<file path="config.mk">
export PLATFORM = sky130hd
export DESIGN_NAME = wb_bus_monitor
export DESIGN_NICKNAME = d
export VERILOG_FILES = /design/src/rtl/wb_mon_pkg.sv /design/src/rtl/wb_mon_sat_cnt.sv /design/src/rtl/wb_bus_monitor.sv
export SDC_FILE = /design/constraint.sdc
export NUM_CORES = 1
export LEC_CHECK = 0
export ABC_CLOCK_PERIOD_IN_PS = 7400
export BUFFER_PORTS_ARGS = -buffer_cell sky130_fd_sc_hd__buf_4
export CORE_MARGIN = 2
export CORE_UTILIZATION = 50
export DETAILED_ROUTE_END_ITERATION = 16
export PLACE_DENSITY = 0.73
export SYNTH_ARGS = -nofsm -noshare
export SYNTH_HDL_FRONTEND = slang
export SYNTH_SLANG_ARGS = --single-unit
</file>
<file path="constraint.sdc">
create_clock -name clk -period 7.4 [get_ports clk]
set_clock_uncertainty 0.15 [all_clocks]
set_input_delay 0.74 -clock clk [delete_from_list [all_inputs] [get_ports clk]]
set_output_delay 0.74 -clock clk [all_outputs]
set_load 0.05 [all_outputs]
</file>
<file path="src/rtl/wb_mon_pkg.sv">
// Shared types for the Wishbone classic-cycle bus monitor: FSM states and error codes.
package wb_mon_pkg;

    typedef enum logic [1:0] {
        IDLE = 2'd0,
        WAIT = 2'd1,
        HUNG = 2'd2
    } mon_state_e;

    typedef enum logic [2:0] {
        ERR_NONE         = 3'd0,
        ERR_SPURIOUS_ACK = 3'd1,
        ERR_ABORT        = 3'd2,
        ERR_UNSTABLE     = 3'd3,
        ERR_TIMEOUT      = 3'd4
    } err_code_e;

endpackage

</file>
<file path="src/rtl/wb_mon_sat_cnt.sv">
// Saturating up-counter with synchronous clear; an increment in the clear cycle yields 1.
module wb_mon_sat_cnt #(
    parameter int unsigned CNT_W = 16
) (
    input  logic             clk,
    input  logic             rst,
    input  logic             clr_i,
    input  logic             inc_i,
    output logic [CNT_W-1:0] cnt_o
);

    logic [CNT_W-1:0] cnt_q, cnt_d;

    always_comb begin
        cnt_d = cnt_q;
        if (clr_i) begin
            cnt_d = inc_i ? CNT_W'(1) : '0;
        end else if (inc_i && (cnt_q != '1)) begin
            cnt_d = cnt_q + CNT_W'(1);
        end
    end

    always_ff @(posedge clk or posedge rst) begin
        if (rst) begin
            cnt_q <= '0;
        end else begin
            cnt_q <= cnt_d;
        end
    end

    assign cnt_o = cnt_q;

endmodule

</file>
<file path="src/rtl/wb_bus_monitor.sv">
// Passive Wishbone classic-cycle monitor: flags protocol violations, latches the first
// error with its address, and keeps saturating transfer/error counts and worst ack latency.
module wb_bus_monitor
    import wb_mon_pkg::*;
#(
    parameter int unsigned ADDR_W  = 32,
    parameter int unsigned DATA_W  = 32,
    parameter int unsigned TIMEOUT = 16,
    parameter int unsigned CNT_W   = 16
) (
    input  logic                           clk,
    input  logic                           rst,
    input  logic [ADDR_W-1:0]              o_wb_adr,
    input  logic [DATA_W-1:0]              o_wb_dat,
    input  logic [DATA_W/8-1:0]            o_wb_sel,
    input  logic                           o_wb_we,
    input  logic                           o_wb_cyc,
    input  logic                           o_wb_stb,
    input  logic                           i_wb_ack,
    input  logic                           clr,
    output logic                           err_valid,
    output logic [2:0]                     err_code,
    output logic [ADDR_W-1:0]              err_adr,
    output logic [CNT_W-1:0]               err_count,
    output logic [CNT_W-1:0]               rd_count,
    output logic [CNT_W-1:0]               wr_count,
    output logic [$clog2(TIMEOUT+1)-1:0]   max_lat
);

    localparam int unsigned SEL_W = DATA_W / 8;
    localparam int unsigned LAT_W = $clog2(TIMEOUT + 1);

    mon_state_e        state_q, state_d;
    logic [LAT_W-1:0]  lat_q, lat_d;
    logic [ADDR_W-1:0] cap_adr_q, cap_adr_d;
    logic [DATA_W-1:0] cap_dat_q, cap_dat_d;
    logic [SEL_W-1:0]  cap_sel_q, cap_sel_d;
    logic              cap_we_q, cap_we_d;

    logic              err_valid_q, err_valid_d;
    err_code_e         err_code_q, err_code_d;
    logic [ADDR_W-1:0] err_adr_q, err_adr_d;
    logic [LAT_W-1:0]  max_lat_q, max_lat_d;

    logic              req;
    logic              mismatch;
    logic              cmpl, cmpl_we;
    logic [LAT_W-1:0]  cmpl_lat;
    logic              err_ev;
    err_code_e         err_ev_code;
    logic [ADDR_W-1:0] err_ev_adr;

    assign req      = o_wb_cyc & o_wb_stb;
    assign mismatch = (o_wb_adr != cap_adr_q) || (o_wb_we != cap_we_q) ||
                      (o_wb_sel != cap_sel_q) || (cap_we_q && (o_wb_dat != cap_dat_q));

    // One event per cycle at most; the if/else chain in WAIT encodes the reporting priority.
    always_comb begin
        state_d     = state_q;
        lat_d       = lat_q;
        cap_adr_d   = cap_adr_q;
        cap_dat_d   = cap_dat_q;
        cap_sel_d   = cap_sel_q;
        cap_we_d    = cap_we_q;
        cmpl        = 1'b0;
        cmpl_we     = 1'b0;
        cmpl_lat    = '0;
        err_ev      = 1'b0;
        err_ev_code = ERR_NONE;
        err_ev_adr  = '0;
        case (state_q)
            IDLE: begin
                lat_d = '0;
                if (req && i_wb_ack) begin
                    cmpl    = 1'b1;
                    cmpl_we = o_wb_we;
                end else if (req) begin
                    cap_adr_d = o_wb_adr;
                    cap_we_d  = o_wb_we;
                    cap_sel_d = o_wb_sel;
                    cap_dat_d = o_wb_we ? o_wb_dat : '0;
                    lat_d     = LAT_W'(1);
                    state_d   = WAIT;
                end else if (i_wb_ack) begin
                    err_ev      = 1'b1;
                    err_ev_code = ERR_SPURIOUS_ACK;
                    err_ev_adr  = o_wb_adr;
                end
            end
            WAIT: begin
                if (!req) begin
                    err_ev      = 1'b1;
                    err_ev_code = ERR_ABORT;
                    err_ev_adr  = cap_adr_q;
                    state_d     = IDLE;
                end else if (mismatch) begin
                    err_ev      = 1'b1;
                    err_ev_code = ERR_UNSTABLE;
                    err_ev_adr  = cap_adr_q;
                    state_d     = HUNG;
                end else if (i_wb_ack) begin
                    cmpl     = 1'b1;
                    cmpl_we  = cap_we_q;
                    cmpl_lat = lat_q;
                    state_d  = IDLE;
                end else if (lat_q == LAT_W'(TIMEOUT)) begin
                    err_ev      = 1'b1;
                    err_ev_code = ERR_TIMEOUT;
                    err_ev_adr  = cap_adr_q;
                    state_d     = HUNG;
                end else begin
                    lat_d = lat_q + LAT_W'(1);
                end
            end
            HUNG: begin
                if (!req || i_wb_ack) begin
                    state_d = IDLE;
                end
            end
            default: state_d = IDLE;
        endcase
    end

    // Clear is applied first so a same-cycle event lands on the freshly cleared state.
    always_comb begin
        err_valid_d = clr ? 1'b0 : err_valid_q;
        err_code_d  = clr ? ERR_NONE : err_code_q;
        err_adr_d   = clr ? '0 : err_adr_q;
        max_lat_d   = clr ? '0 : max_lat_q;
        if (err_ev && !err_valid_d) begin
            err_valid_d = 1'b1;
            err_code_d  = err_ev_code;
            err_adr_d   = err_ev_adr;
        end
        if (cmpl && (cmpl_lat > max_lat_d)) begin
            max_lat_d = cmpl_lat;
        end
    end

    always_ff @(posedge clk or posedge rst) begin
        if (rst) begin
            state_q     <= IDLE;
            lat_q       <= '0;
            cap_adr_q   <= '0;
            cap_dat_q   <= '0;
            cap_sel_q   <= '0;
            cap_we_q    <= 1'b0;
            err_valid_q <= 1'b0;
            err_code_q  <= ERR_NONE;
            err_adr_q   <= '0;
            max_lat_q   <= '0;
        end else begin
            state_q     <= state_d;
            lat_q       <= lat_d;
            cap_adr_q   <= cap_adr_d;
            cap_dat_q   <= cap_dat_d;
            cap_sel_q   <= cap_sel_d;
            cap_we_q    <= cap_we_d;
            err_valid_q <= err_valid_d;
            err_code_q  <= err_code_d;
            err_adr_q   <= err_adr_d;
            max_lat_q   <= max_lat_d;
        end
    end

    wb_mon_sat_cnt #(.CNT_W(CNT_W)) u_err_cnt (
        .clk   (clk),
        .rst   (rst),
        .clr_i (clr),
        .inc_i (err_ev),
        .cnt_o (err_count)
    );

    wb_mon_sat_cnt #(.CNT_W(CNT_W)) u_rd_cnt (
        .clk   (clk),
        .rst   (rst),
        .clr_i (clr),
        .inc_i (cmpl && !cmpl_we),
        .cnt_o (rd_count)
    );

    wb_mon_sat_cnt #(.CNT_W(CNT_W)) u_wr_cnt (
        .clk   (clk),
        .rst   (rst),
        .clr_i (clr),
        .inc_i (cmpl && cmpl_we),
        .cnt_o (wr_count)
    );

    assign err_valid = err_valid_q;
    assign err_code  = err_code_q;
    assign err_adr   = err_adr_q;
    assign max_lat   = max_lat_q;

endmodule

</file>
==> metrics.md <==
| Metric | Value |
|---|---|
| Outcome | `finished, final reports clean` |
| Post-synth top area share | `49.4%` |
| Die Area | `17800 sq um` |
| Final Max Tran Viols | `0` |
| Site Rows | `47` |
| RSZ-0062 raised after global routing | `no` |
| Fin crit period | `4.09 ns` |
| Critical path fanouts, max | `10` |
| GRT Util Overall | `22.6%` |
| CP required | `7.57 ns` |
| Fmax | `244 MHz` |
| Most Crowded Layer GR | `met2` |
| Pin count of the biggest net entering global routing | `111` |
| Nets | `1129` |
| Post-CTS setup buffers | `0` |
| Yosys warns | `0` |
| Initial antenna violation count | `0` |
| IO buf count | `163` |
| Family with the most delay on the worst path | `simple AND/OR/NAND/NOR gates` |
| Dpl hpwl | `13100 microns` |
| Critical path depth | `15` |
| CTS resizes | `0` |
| Flop and latch count out of synthesis | `165` |
| Bufs and invs on worst path | `0` |
| 1st-iter DRT viols | `595` |
| DP Area | `9750 sq um` |
| Via count | `7041` |
| CP Data Arrival Time | `4.26 ns` |
| Ys flop type | `dfrtp_1` |
| Gpl congestion | `0.842` |
| Endpoints failing hold | `0` |
| CP max-delay cell | `nor4_1` |
| Post-layout instance count excluding filler cells | `1277` |
| Root Driver | `clkbuf_16` |
| Critical path class | `register to register` |
| PD cells | `234 nW/um^2` |
| Finish-stage setup viols | `0` |
| Synth top cells by count | `nand2_1, dfrtp_1, o21ai_0` |
| Initial core utilization | `50.8%` |
| Count leader, synth | `nand2_1` |
| Total CTS buffers | `17` |
| Vias in the first global route | `6623` |
| Cell taking the most area after synthesis | `dfrtp_1` |
| Clk_lat worst skew | `0.42 ns` |
| Startpoint Class | `register` |
| DRC | `0` |
| DR vias/cell | `5.51` |
| Io pins | `164` |
| Net Count, Synth | `986` |
| Reg clk slew, reported paths | `0.07 ns` |
| Share of cells above drive strength 1 | `21.1%` |
| GRT overflow | `0` |
| Crit-path max cell delay | `0.53 ns` |
| GR met1 Demand/Resource | `30.5%` |
| Die width | `133 microns` |
| Synth async-reset ratio | `100%` |
| First-pass GRT wire length | `32700 microns` |
| Final wirelength | `19800 microns` |
| Setup_tns | `0 ns` |
| Crit path cell chain | `xnor2_1 > nand4_1 > nor4_1 > and3_4 > nand3_1 > nor2_1 > ha_1 > nor2b_1 > o21a_1 > o21a_1 > o21a_1 > o22ai_1 > a21oi_1 > nand2b_1 > o31ai_1` |
| Antenna fix cells | `0` |
| Die Y | `133 microns` |
| DRT antenna net count | `0` |
| GR Util met2 | `36.2%` |
| Clk sinks | `165` |
| Largest cells by area after synthesis | `dfrtp_1, nand2_1, xnor2_1, a222oi_1, xor2_1` |
| Max_slew headroom | `31.0%` |
| Hold Crit Class | `register to register` |
| Core area | `16500 sq um` |
| Slew of the pin with the lowest slew margin | `1.03 ns` |
| Syn Std Cell Area | `8360 sq um` |
| R2R setup slack | `3.31 ns` |
| Post-synthesis sequential area ratio | `49.4%` |
| Hold Buf Count CTS | `0` |
| Area Overhead vs Synth | `23.8%` |
| Final instance area | `10300 sq um` |
| Cell variety after synth | `59` |
| CTS tree | `yes` |
| Hold Crit Depth | `2` |
| DR pass1 iterations | `5` |
| # H-tree levels | `4` |
| Worst reg-to-reg path cell count | `15` |
| Lkg Pwr | `0.00497 uW` |
| Post-Synthesis Cells | `901` |
| Post-synth EDFFs | `0` |
| Tcrit/Tclk final | `55.3%` |
| Max-cap violations | `0` |
| CP Capture Type | `register` |
| Wire per inst | `15.5 microns` |
| Max VDD drop | `174 uV` |
| M3 GR Usage | `4.98%` |
| Cell mode on critical path | `o21a_1` |
| Placed cells | `1245` |
| Mean area per synthesized cell | `9.27 sq um` |
| Maximum clock insertion buffer count | `2` |
## cell families after synthesis
family | count (synthesis) | share of synthesized area [%]
simple gates | 383 | 21.9
compound gates | 167 | 13.9
flops | 165 | 49.4
buf+inv | 92 | 4.36
xor+xnor | 79 | 8.28
fa+ha+maj | 10 | 1.50
mux | 5 | 0.629
## sequential cells by signal, summed over array words and instances, names as in the netlist
signal / cells
err_adr: 32
cap_sel_q: 4
lat_q: 5
cap_adr_q: 32
u_err_cnt.cnt_o: 16
u_rd_cnt.cnt_o: 16
u_wr_cnt.cnt_o: 16
err_valid: 1
state_q: 2
max_lat: 5
cap_dat_q: 32
cap_we_q: 1
err_code: 3
## power breakdown
group / switching, uW / internal, uW
Sequential: 77.4 / 996
Clock: 375 / 519
Combinational: 288 / 170
Total: 740 / 1690
## area by class of cell
cell class | count | area [sq um]
Fill cell | 1424 | 6120
Sequential cell | 165 | 4130
Multi-Input combinational cell | 644 | 3890
Timing Repair Buffer | 169 | 1270
Clock buffer | 19 | 453
Tap cell | 220 | 275
Inverter | 47 | 181
Clock inverter | 13 | 146
## worst paths after layout
check,from,to
worst min-delay path,err_adr[6]$_DFFE_PP0P_,err_adr[6]$_DFFE_PP0P_
min in group asynchronous,rst,u_wr_cnt.cnt_o[5]$_DFFE_PP0P_
max in group asynchronous,rst,max_lat[2]$_DFF_PP0_
worst min register to register,err_adr[6]$_DFFE_PP0P_,err_adr[6]$_DFFE_PP0P_
worst max register to register,cap_adr_q[23]$_DFFE_PP0P_,max_lat[0]$_DFF_PP0_
worst max-delay path,cap_adr_q[23]$_DFFE_PP0P_,max_lat[0]$_DFF_PP0_
## stage by stage
| stage | util [%] | total power, uW | hold slack [ns] | setup WS (ns) |
|---|---|---|---|---|
| floorplan | - | 1390 | 0.316 | 2.05 |
| global placement | 59.2 | 1540 | 0.323 | 3.08 |
| detailed placement | 59.2 | 1550 | 0.325 | 2.93 |
| CTS | 62.8 | 2450 | 0.348 | 3.35 |
| global route | 62.8 | 2540 | 0.365 | 2.97 |
| finish | 62.8 | 2420 | 0.344 | 3.31 |
## worst register-to-register path, stage by stage, from the launching register on
cell,delay (ns)
dfrtp_1,0.41
xnor2_1,0.19
nand4_1,0.16
nor4_1,0.53
and3_4,0.34
nand3_1,0.28
nor2_1,0.22
ha_1,0.26
nor2b_1,0.13
o21a_1,0.16
o21a_1,0.16
o21a_1,0.16
o22ai_1,0.38
a21oi_1,0.19
nand2b_1,0.19
o31ai_1,0.07
## routing by layer
metal	vias to the layer above	routed length [microns]
met4	0	419
met3	31	1170
li1	3449	-
met5	-	0
met2	184	9310
met1	3377	8900
## placed cells by master, fill, tap and decap left out, types with 9 or more instances in the layout
cell,n
o31ai_1,10
a222oi_1,32
or4_1,11
nand2b_1,9
nand3_1,23
inv_1,46
dfrtp_1,165
nand4_1,17
nor4_1,13
xnor2_1,43
or3_1,18
o21ai_0,50
nand2_1,211
clkbuf_16,17
ha_1,10
buf_4,169
xor2_1,36
a21oi_1,32
nor2_1,32
and3_1,10
Note: power is estimated with default switching activity, not from simulation.
